<file path="src/rtl/accum_feeder_if.sv">
// Handshake bundle for accum_feeder: upstream sample stream in, accumulator feed
// and frame status out.
interface accum_feeder_if #(
    parameter int unsigned DATA_W = 16,
    parameter int unsigned DEPTH  = 4
);
    localparam int unsigned LVL_W = $clog2(DEPTH) + 1;

    logic [DATA_W-1:0] in_data;
    logic              in_valid;
    logic              in_ready;
    logic [DATA_W-1:0] acc_data;
    logic              acc_enable;
    logic              frame_done;
    logic [7:0]        sample_cnt;
    logic [LVL_W-1:0]  fifo_level;

    modport master (
        output in_data, in_valid,
        input  in_ready, acc_data, acc_enable, frame_done, sample_cnt, fifo_level
    );

    modport slave (
        input  in_data, in_valid,
        output in_ready, acc_data, acc_enable, frame_done, sample_cnt, fifo_level
    );
endinterface

</file>
<file path="src/rtl/accum_feeder.sv">
// Buffers upstream samples in a small FIFO and feeds them to an accumulator one
// per cycle, inserting a one-cycle frame_done bubble after every FRAME_LEN samples.
module accum_feeder #(
    parameter int unsigned DATA_W    = 16,
    parameter int unsigned DEPTH     = 4,
    parameter int unsigned FRAME_LEN = 8
) (
    input  logic          clk,
    input  logic          reset_n,
    accum_feeder_if.slave bus
);
    localparam int unsigned PTR_W = $clog2(DEPTH);
    localparam int unsigned LVL_W = PTR_W + 1;
    localparam int unsigned CNT_W = 8;
    localparam logic [CNT_W-1:0] LAST_CNT = CNT_W'(FRAME_LEN - 1);
    localparam logic [LVL_W-1:0] FULL_LVL = LVL_W'(DEPTH);

    typedef enum logic [1:0] {
        IDLE = 2'd0,
        RUN  = 2'd1,
        DONE = 2'd2
    } state_t;

    state_t            state_q,    state_d;
    logic [PTR_W-1:0]  wr_ptr_q,   wr_ptr_d;
    logic [PTR_W-1:0]  rd_ptr_q,   rd_ptr_d;
    logic [LVL_W-1:0]  level_q,    level_d;
    logic [CNT_W-1:0]  cnt_q,      cnt_d;
    logic [DATA_W-1:0] acc_data_q, acc_data_d;
    logic              acc_en_q,   acc_en_d;
    logic              done_q,     done_d;
    logic              ready_q,    ready_d;
    logic              push;
    logic              pop;

    logic [DATA_W-1:0] mem [DEPTH];

    // Next-state, FIFO bookkeeping and registered-output decode.
    always_comb begin
        state_d    = state_q;
        wr_ptr_d   = wr_ptr_q;
        rd_ptr_d   = rd_ptr_q;
        level_d    = level_q;
        cnt_d      = cnt_q;
        acc_data_d = acc_data_q;
        acc_en_d   = 1'b0;
        done_d     = 1'b0;
        ready_d    = ready_q;
        push       = bus.in_valid && ready_q;
        pop        = 1'b0;

        case (state_q)
            IDLE: begin
                if (push || (level_q != '0)) begin
                    state_d = RUN;
                end
            end
            RUN: begin
                if (level_q != '0) begin
                    pop = 1'b1;
                    if (cnt_q == LAST_CNT) begin
                        cnt_d   = '0;
                        state_d = DONE;
                    end else begin
                        cnt_d = cnt_q + CNT_W'(1);
                    end
                end
            end
            DONE: begin
                done_d  = 1'b1;
                state_d = (level_q != '0) ? RUN : IDLE;
            end
            default: begin
                state_d = IDLE;
            end
        endcase

        if (pop) begin
            acc_en_d   = 1'b1;
            acc_data_d = mem[rd_ptr_q];
            rd_ptr_d   = rd_ptr_q + PTR_W'(1);
        end

        if (push) begin
            wr_ptr_d = wr_ptr_q + PTR_W'(1);
        end

        // A simultaneous push and pop leaves the level where it is.
        case ({push, pop})
            2'b10:   level_d = level_q + LVL_W'(1);
            2'b01:   level_d = level_q - LVL_W'(1);
            default: level_d = level_q;
        endcase

        ready_d = (level_d < FULL_LVL);
    end

    always_ff @(posedge clk or negedge reset_n) begin
        if (!reset_n) begin
            state_q    <= IDLE;
            wr_ptr_q   <= '0;
            rd_ptr_q   <= '0;
            level_q    <= '0;
            cnt_q      <= '0;
            acc_data_q <= '0;
            acc_en_q   <= 1'b0;
            done_q     <= 1'b0;
            ready_q    <= 1'b1;
        end else begin
            state_q    <= state_d;
            wr_ptr_q   <= wr_ptr_d;
            rd_ptr_q   <= rd_ptr_d;
            level_q    <= level_d;
            cnt_q      <= cnt_d;
            acc_data_q <= acc_data_d;
            acc_en_q   <= acc_en_d;
            done_q     <= done_d;
            ready_q    <= ready_d;
        end
    end

    // Storage needs no reset: occupancy is defined by the pointers and level.
    always_ff @(posedge clk) begin
        if (push) begin
            mem[wr_ptr_q] <= bus.in_data;
        end
    end

    assign bus.in_ready   = ready_q;
    assign bus.acc_data   = acc_data_q;
    assign bus.acc_enable = acc_en_q;
    assign bus.frame_done = done_q;
    assign bus.sample_cnt = cnt_q;
    assign bus.fifo_level = level_q;

endmodule
</file>
<file path="src/flat_wrapper.sv">
// flat-port wrapper written by rule: the top's interface ports become plain ports
module accum_feeder_flat 
#(
    parameter int unsigned DATA_W    = 16,
    parameter int unsigned DEPTH     = 4,
    parameter int unsigned FRAME_LEN = 8
)
  (clk, reset_n, bus_in_data, bus_in_valid, bus_in_ready, bus_acc_data, bus_acc_enable, bus_frame_done, bus_sample_cnt, bus_fifo_level);
  accum_feeder_if #(.DATA_W(DATA_W), .DEPTH(DEPTH)) bus_i ();
  input  logic clk;
  input  logic reset_n;
  input wire logic [$bits(bus_i.in_data)-1:0] bus_in_data;
  input wire logic [$bits(bus_i.in_valid)-1:0] bus_in_valid;
  output wire logic [$bits(bus_i.in_ready)-1:0] bus_in_ready;
  output wire logic [$bits(bus_i.acc_data)-1:0] bus_acc_data;
  output wire logic [$bits(bus_i.acc_enable)-1:0] bus_acc_enable;
  output wire logic [$bits(bus_i.frame_done)-1:0] bus_frame_done;
  output wire logic [$bits(bus_i.sample_cnt)-1:0] bus_sample_cnt;
  output wire logic [$bits(bus_i.fifo_level)-1:0] bus_fifo_level;
  assign bus_i.in_data = bus_in_data;
  assign bus_i.in_valid = bus_in_valid;
  assign bus_in_ready = bus_i.in_ready;
  assign bus_acc_data = bus_i.acc_data;
  assign bus_acc_enable = bus_i.acc_enable;
  assign bus_frame_done = bus_i.frame_done;
  assign bus_sample_cnt = bus_i.sample_cnt;
  assign bus_fifo_level = bus_i.fifo_level;
  accum_feeder #(.DATA_W(DATA_W), .DEPTH(DEPTH), .FRAME_LEN(FRAME_LEN)) u_core (.clk(clk), .reset_n(reset_n), .bus(bus_i));
endmodule
</file>
<file path="config.mk">
export PLATFORM = sky130hd
export DESIGN_NAME = accum_feeder_flat
export DESIGN_NICKNAME = d
export VERILOG_FILES = /design/src/rtl/accum_feeder_if.sv /design/src/rtl/accum_feeder.sv /design/src/flat_wrapper.sv
export SDC_FILE = /design/constraint.sdc
export NUM_CORES = 1
export LEC_CHECK = 0
export BUFFER_PORTS_ARGS = -buffer_cell sky130_fd_sc_hd__buf_4
export CAP_MARGIN = 25
export CORE_UTILIZATION = 51
export DETAILED_ROUTE_END_ITERATION = 16
export PLACE_DENSITY = 0.84
export SYNTH_ARGS = -nofsm -noshare
export SYNTH_HDL_FRONTEND = slang
export SYNTH_SLANG_ARGS = --single-unit
</file>
<file path="constraint.sdc">
create_clock -name clk -period 2.7 [get_ports clk]
set_clock_uncertainty 0.2 [all_clocks]
set_input_delay 0.675 -clock clk [delete_from_list [all_inputs] [get_ports clk]]
set_output_delay 0.675 -clock clk [all_outputs]
set_load 0.1 [all_outputs]
</file>
# After elaboration in Yosys (flattened, before gate mapping)
# Memory sizes are Yosys's and may differ from the RTL's. A register that Yosys moved wholly into a read port is not among the register bits.
# Index checks and enable logic that the tools add are counted.
[totals]
ram_bits = 64
inputBits = 19
reg_bits = 20
word_cells = 43
n_memories = 1
out_inout_bits = 30
[mem_list]
columns = ["name", "depth", "word_bits", "rd", "rd_ports_with_merged_regs", "wr", "line_no", "rtl"]
rows = [
  ["u_core.mem", 4, 16, 1, 1, 1, "accum_feeder.sv:36", "logic [DATA_W-1:0] mem [DEPTH];"],
]
[classes]
order_cmp = 1
n_addsub = 5
n_reduce_logical = 7
n_mux = 13
n_eq_ne = 8
[ops]
columns = ["operator", "n"]
rows = [
  ["$add A8 B1 Y8 const B", 1],
  ["$eq A8 B3 Y1 const B", 1],
  ["$mux W8", 1],
  ["$mux W1", 7],
  ["$mux W2", 3],
  ["$ne A2 B1 Y1 const B", 3],
  ["$pmux W2 S3", 1],
  ["$pmux W3 S2", 1],
  ["$add A2 B1 Y2 const B", 2],
  ["$eq A2 B1 Y1 const B", 2],
  ["$eq A2 B2 Y1 const B", 2],
  ["$add A3 B1 Y3 const B", 1],
  ["$lt A3 B3 Y1 const B", 1],
  ["$reduce_and A3 Y1", 1],
  ["$reduce_bool A3 Y1", 1],
  ["$sub A3 B1 Y3 const B", 1],
  ["$logic_not A2 Y1", 1],
  ["$reduce_and A2 Y1", 1],
  ["$logic_and A1 B1 Y1", 1],
  ["$logic_not A1 Y1", 1],
  ["$logic_or A1 B1 Y1", 1],
]

# Longest topological paths before layout
# Gate-level depths: netlist of the first run.
[logic_depth]
word_depth = 6
depth_mapped = 10
depth_no_buf = 9

# Least setup slack after synthesis of the first run
# No wires, ideal clock.
[synth_timing]
kind = "register to register"
from = "reg u_core.level_q[0] (netlist: u_core.bus.fifo_level[0])"
to = "reg u_core.ready_q (netlist: u_core.bus.in_ready)"
path_stages_with_launch = 11
setup_slack_ns = -0.359
t_arrival_ns = 2.778
path_cell_list = "dfrtp_1 or3_1 nand2_1 inv_1 clkbuf_1 ha_1 fa_1 xnor2_1 nor2_1 xor2_1 inv_1"
[synth_via]
elab_chain_len = 6
elab_cells_between_ends = 9
classes_between = "add/sub: 2; order compare: 1; eq/ne: 2; mux: 3; reduce/logical: 1"
[synth_lines]
columns = ["element", "line_no", "rtl"]
rows = [
  ["start: declaration", "accum_feeder.sv:27", "logic [LVL_W-1:0] level_q, level_d;"],
  ["start signal: assignment", "accum_feeder.sv:113", "level_q <= level_d;"],
  ["$reduce_bool A3 Y1", "accum_feeder.sv:59", "if (level_q != '0) begin"],
  ["$mux W1", "accum_feeder.sv:59", ""],
  ["$mux W1", "accum_feeder.sv:52", "case (state_q)"],
  ["$eq A2 B1 Y1 or $eq A2 B2 Y1 (tied branches)", "accum_feeder.sv:89", "case ({push, pop})"],
  ["$pmux W3 S2 (*)", "accum_feeder.sv:89", ""],
  ["$lt A3 B3 Y1 (*)", "accum_feeder.sv:95", "ready_d = (level_d < FULL_LVL);"],
  ["net u_core.ready_d", "accum_feeder.sv:32", "logic ready_q, ready_d;"],
  ["end signal: assignment", "accum_feeder.sv:118", "ready_q <= ready_d;"],
  ["end: declaration", "accum_feeder.sv:32", ""],
]
# Mark *: on every way through the listed nets, which the timed path passes. The rest lies on a longest branch.
# A chain may end at the register's enable or synchronous reset.

# Final worst setup path of the first run
# Ends and elaborated chain as after synthesis.

==> qor.csv, run 1 <==
metric;value;unit
yosysUniqueCellTypes;28;
dpl.hpwl;4000;um
cpMaxStageDelayCell;dfrtp_4;
die_w;88.7;um
syn_avg_cell_area;16.4;sq um
grt_pass1_wl;10200;um
dr_wl_met3;382;um
clk_latency;0.35;ns
cts.repair.resized;0;
fin_crit_sh;0.880;
cts_tree;yes;
fin_crit;2.38;ns
drt_iter0_markers;130;
core;7250;sq um
diodes;0;
h-tree-depth;3;
cts.clk_slew.worst_paths;0.09;ns
numCtsBuffers;9;
start_util;0.528;
crit_path_end;u_core.bus.in_ready;
crit_path_start_kind;flop;
syn-num-nets;259;
setup_viol;0;
fin_nets;317;
crit_required;2.79;ns
crit_path_max_fanout;5;
syn2layout_area_growth;18.6;%
netlist_instances;233;
postCtsSetupRepairBufs;0;
rsz0062_at_grt;no;
rr_worst_depth;9;
crit_type;reg2reg;
route.vias.total;2054;
wl_per_cell;16.3;um
num_rows;31;
path_buf_inv;2;
crit_cells;9;
hold_viol;0;
status;finished clean;
highest_layer;met4;
crit_path_end_kind;flop;
dr.pass1.iters;4;
tns;0;ns
layout-drive-gt1-share;0.328;
grt_start_max_net_pins;37;
antenna_found_initial;0;
die_area;7860;sq um
grt.total_usage;0.183;
drt-met1-wl;2760;um
synth_warnings;0;
avgViaCountPerCell;5.20;
cpPeakStageDelay;0.52;ns
r2r-start;u_core.bus.fifo_level[0];
cap_viol_max_count;0;
place_congestion;0.771;
cp-startpoint;u_core.bus.fifo_level[0];
routed_wl;6450;um
grt-ovfl-total;0;
synth_area;3830;sq um
crit_family;simple AND/OR/NAND/NOR gates;
slew-limit-headroom;0.486;
io_pins;49;
wl_met2;3220;um
hp-class;in2async;
r2r-end;u_core.bus.in_ready;
critical_path.cell_chain;or3_4 > nand2_2 > inv_1 > ha_2 > fa_1 > xnor2_1 > nor2_1 > xor2_1 > inv_1;
io_buffers;48;
drc;0;
grt_pass1_vias;2042;
ctsHoldBuffers;0;
tightestPinTransition;0.771;ns
die_h;88.7;um
crit_arrival;2.47;ns
cts.sinks;100;
root_buffer;clkbuf_8;
synth-seq-cells;100;
max_freq;421;MHz
drtAntennaViolNets;0;
clk_path_buf_depth;2;
cp_common_cell;inv_1;
drv_slew;0;
reg2reg_slack;0.32;ns
seq_area_frac_synth;0.737;
==> Yosys cell counts <==
| library cell | n | area share |
|---|---|---|
| buf_4 | 1 | 0.0020 |
| clkbuf_1 | 2 | 0.0020 |
| nor2b_1 | 1 | 0.0016 |
| o21ai_2 | 1 | 0.0023 |
| inv_1 | 4 | 0.0039 |
| xnor2_1 | 6 | 0.014 |
| nor4_1 | 1 | 0.0016 |
| and3_1 | 4 | 0.0065 |
| and2b_1 | 1 | 0.0020 |
| fa_1 | 1 | 0.0052 |
| nand3_1 | 4 | 0.0052 |
| or3_1 | 2 | 0.0033 |
| xor2_1 | 5 | 0.011 |
| nor3_1 | 3 | 0.0039 |
| nor2_1 | 3 | 0.0029 |
| or4_1 | 1 | 0.0020 |
| mux2_2 | 2 | 0.0059 |
| ha_1 | 6 | 0.020 |
| dfrtp_1 | 35 | 0.23 |
| or3_4 | 1 | 0.0029 |
| o31ai_1 | 1 | 0.0020 |
| nand2_1 | 59 | 0.058 |
| buf_2 | 5 | 0.0065 |
| o211ai_1 | 1 | 0.0020 |
| edfxtp_1 | 64 | 0.50 |
| mux4_2 | 16 | 0.094 |
| o21ai_0 | 2 | 0.0026 |
| dfstp_2 | 1 | 0.0069 |
==> metrics by stage <==
| step | std cells | hold WS [ns] | worst slack [ns] | util | cell area (sq um) |
|---|---|---|---|---|---|
| after detailed placement | 379 | 0.256 | 0.338 | 0.599 | 4340 |
| after floorplan | 233 | 0.179 | 0.0150 | - | 3850 |
| after global routing | 395 | 0.0891 | 0.177 | 0.626 | 4540 |
| after global placement | 379 | 0.251 | 0.384 | 0.599 | 4340 |
| after CTS | 395 | 0.0767 | 0.307 | 0.626 | 4540 |
| final | 395 | 0.0647 | 0.324 | 0.626 | 4540 |
==> cell usage in the layout (no fill, tap or decap), types with 2 or more instances in the layout <==
| master | instances |
|---|---|
| and3_1 | 4 |
| buf_4 | 55 |
| clkbuf_8 | 9 |
| clkinv_4 | 2 |
| dfrtp_1 | 32 |
| dfrtp_2 | 2 |
| edfxtp_1 | 64 |
| ha_1 | 5 |
| inv_1 | 4 |
| inv_6 | 2 |
| mux2_2 | 2 |
| mux4_2 | 16 |
| nand2_1 | 58 |
| nand3_1 | 4 |
| nor2_1 | 3 |
| nor3_1 | 3 |
| o21ai_0 | 2 |
| or3_4 | 2 |
| xnor2_1 | 6 |
| xor2_1 | 5 |
==> state kept, by name, indices dropped and copies added (netlist names), named ones only <==
name                   flops
u_core.bus.in_ready        1
u_core.mem                64
u_core.bus.acc_enable      1
u_core.bus.frame_done      1
u_core.rd_ptr_q            2
u_core.bus.acc_data       16
u_core.bus.fifo_level      2
u_core.wr_ptr_q            2
u_core.state_q             2
u_core.bus.sample_cnt      8
==> cell type report <==
class / count / area (sq um)
Sequential cell: 100 / 2830
Tap cell: 99 / 124
Clock buffer: 9 / 124
Multi-Input combinational cell: 121 / 962
Clock inverter: 7 / 73.8
Fill cell: 545 / 2710
Inverter: 4 / 15.0
Timing Repair Buffer: 55 / 413
==> how the worst min path moves through the flow <==
stage,endpoint,slack (ns),depth (start not counted),startpoint
detailed placement,u_core.bus.frame_done,0.26,1,u_core.state_q[0]
floorplan,asynchronous set/reset pin,0.18,0,reset_n
global route,u_core.wr_ptr_q[1],0.09,1,reset_n
finish,u_core.bus.fifo_level[1],0.06,1,reset_n
global placement,u_core.bus.frame_done,0.25,1,u_core.state_q[0]
CTS,u_core.wr_ptr_q[1],0.08,1,reset_n
==> per-layer routing <==
layer | vias up | global-route usage
met5 | - | 0
met4 | 0 | 0.0674
met3 | 6 | 0.0504
met2 | 68 | 0.299
met1 | 1026 | 0.238
li1 | 954 | -
==> kinds of logic after synthesis <==
group | after synthesis | share of synthesized area
AO/OA/AOI/OAI | 5 | 0.00882
XOR/XNOR | 11 | 0.0251
adder cells (fa/ha/maj) | 7 | 0.0248
buffers and inverters | 12 | 0.0144
flip-flops | 100 | 0.737
multiplexers | 18 | 0.0999
AND/OR/NAND/NOR | 80 | 0.0898
Power of run 1 is left out: the tool's default activity adds up to more than one toggle a clock period on the data nets, which glitch-free logic cannot reach.
==> inputs of run 2 (changes only) <==
--- a/config.mk
+++ b/config.mk
@@ -9,7 +9,9 @@
 export CAP_MARGIN = 25
 export CORE_UTILIZATION = 51
 export DETAILED_ROUTE_END_ITERATION = 16
+export MAX_ROUTING_LAYER = met4
 export PLACE_DENSITY = 0.84
+export SKIP_LAST_GASP = 1
 export SYNTH_ARGS = -nofsm -noshare
 export SYNTH_HDL_FRONTEND = slang
 export SYNTH_SLANG_ARGS = --single-unit
==> run 2 against run 1 <==
Clock-buffer cell count did not move. Sequential cell count unchanged. Non-clock buffer count did not move. Final cell count unchanged. Wire length up 0.54%. Critical endpoint unchanged. Maximum frequency about the same. Critical path depth unchanged. Worst setup slack hardly changed. Sequential share of layout area did not move. Highest routed layer unchanged. Register-to-register slack barely moved. Design area unchanged.
==> qor.csv, run 2 (synthesized netlist as in run 1, its figures left out) <==
metric;value;unit
avgViaCountPerCell;5.23;
status;finished clean;
root_buffer;clkbuf_8;
cpMaxStageDelayCell;dfrtp_4;
crit_path_end_kind;flop;
numCtsBuffers;9;
cts.repair.resized;0;
crit_family;simple AND/OR/NAND/NOR gates;
tns;0;ns
cts_tree;yes;
antenna_found_initial;0;
wl_per_cell;16.4;um
clk_path_buf_depth;2;
routed_wl;6490;um
io_buffers;48;
fin_crit;2.38;ns
grt_pass1_wl;10200;um
drv_slew;0;
crit_required;2.79;ns
crit_path_max_fanout;5;
largest_reg_flops;64;
route.vias.total;2065;
postCtsSetupRepairBufs;0;
hold_viol;0;
ctsHoldBuffers;0;
cts.sinks;100;
num_rows;31;
diodes;0;
layout-drive-gt1-share;0.328;
path_buf_inv;2;
max_freq;421;MHz
hp-class;in2async;
cpPeakStageDelay;0.52;ns
cap_viol_max_count;0;
io_pins;49;
largest_register;u_core.mem;
grt_start_max_net_pins;37;
critical_path.cell_chain;or3_4 > nand2_2 > inv_1 > ha_2 > fa_1 > xnor2_1 > nor2_1 > xor2_1 > inv_1;
start_util;0.528;
fin_nets;317;
die_h;88.7;um
drtAntennaViolNets;0;
slew-limit-headroom;0.485;
drc;0;
most-common-layout-cells;edfxtp_1, nand2_1, buf_4;
tightestPinTransition;0.773;ns
crit_arrival;2.47;ns
cp_common_cell;inv_1;
dpl.hpwl;4000;um
clk_latency;0.35;ns
place_congestion;0.782;
cts.clk_slew.worst_paths;0.09;ns
setup_viol;0;
crit_path_start_kind;flop;
die_w;88.7;um
h-tree-depth;3;
grt.total_usage;0.189;
rsz0062_at_grt;no;
core;7250;sq um
die_area;7860;sq um
dr.pass1.iters;6;
grt-ovfl-total;0;
fin_crit_sh;0.880;
drt_iter0_markers;148;
grt_pass1_vias;2048;
final_common_cell;edfxtp_1;
syn2layout_area_growth;18.6;%
crit_type;reg2reg;
-- run 2: cell counts in the layout (fill, tap and decap cells not counted) --
Identical to the previous run, type by type.
-- run 2: area by class of cell --
cell class / count / area, sq um
sequential: 100 / 2830
fill: 545 / 2710
multi-input combinational: 121 / 962
timing repair buffer: 55 / 413
clock buffer: 9 / 124
tap: 99 / 124
clock inverter: 7 / 73.8
inverter: 4 / 15.0
-- run 2: metrics by stage --
step                      hold WS (ns)  setup slack (ns)  instances  cell area (sq um)   util
final                           0.0699             0.324        395               4540  0.626
after global routing            0.0952             0.177        395               4540  0.626
after CTS                       0.0767             0.307        395               4540  0.626
after detailed placement         0.256             0.338        379               4340  0.599
after global placement           0.251             0.384        379               4340  0.599
after floorplan                  0.179            0.0150        233               3850      -
-- run 2: final timing paths --
kind                                     startpoint                        to  slack (ns)  depth (start not counted)
max                        u_core.bus.fifo_level[0]       u_core.bus.in_ready        0.32                          9
min                                         reset_n  u_core.bus.fifo_level[0]        0.07                          1
max reg2reg                u_core.bus.fifo_level[0]       u_core.bus.in_ready        0.32                          9
min reg2reg                       u_core.state_q[0]     u_core.bus.frame_done        0.28                          1
max in group asynchronous                   reset_n  u_core.bus.fifo_level[0]        1.87                          1
min in group clk                  u_core.state_q[0]     u_core.bus.frame_done        0.28                          1
-- run 2: metal layers --
metal  track usage  part of all wire  vias to the layer above
met1         0.239              0.44                     1047
met3        0.0354             0.046                        5
met5             -                 0                        -
met4        0.0850            0.0085                        0
li1              -                 -                      957
met2         0.299              0.50                       56
Power of run 2 is left out for the same reason.
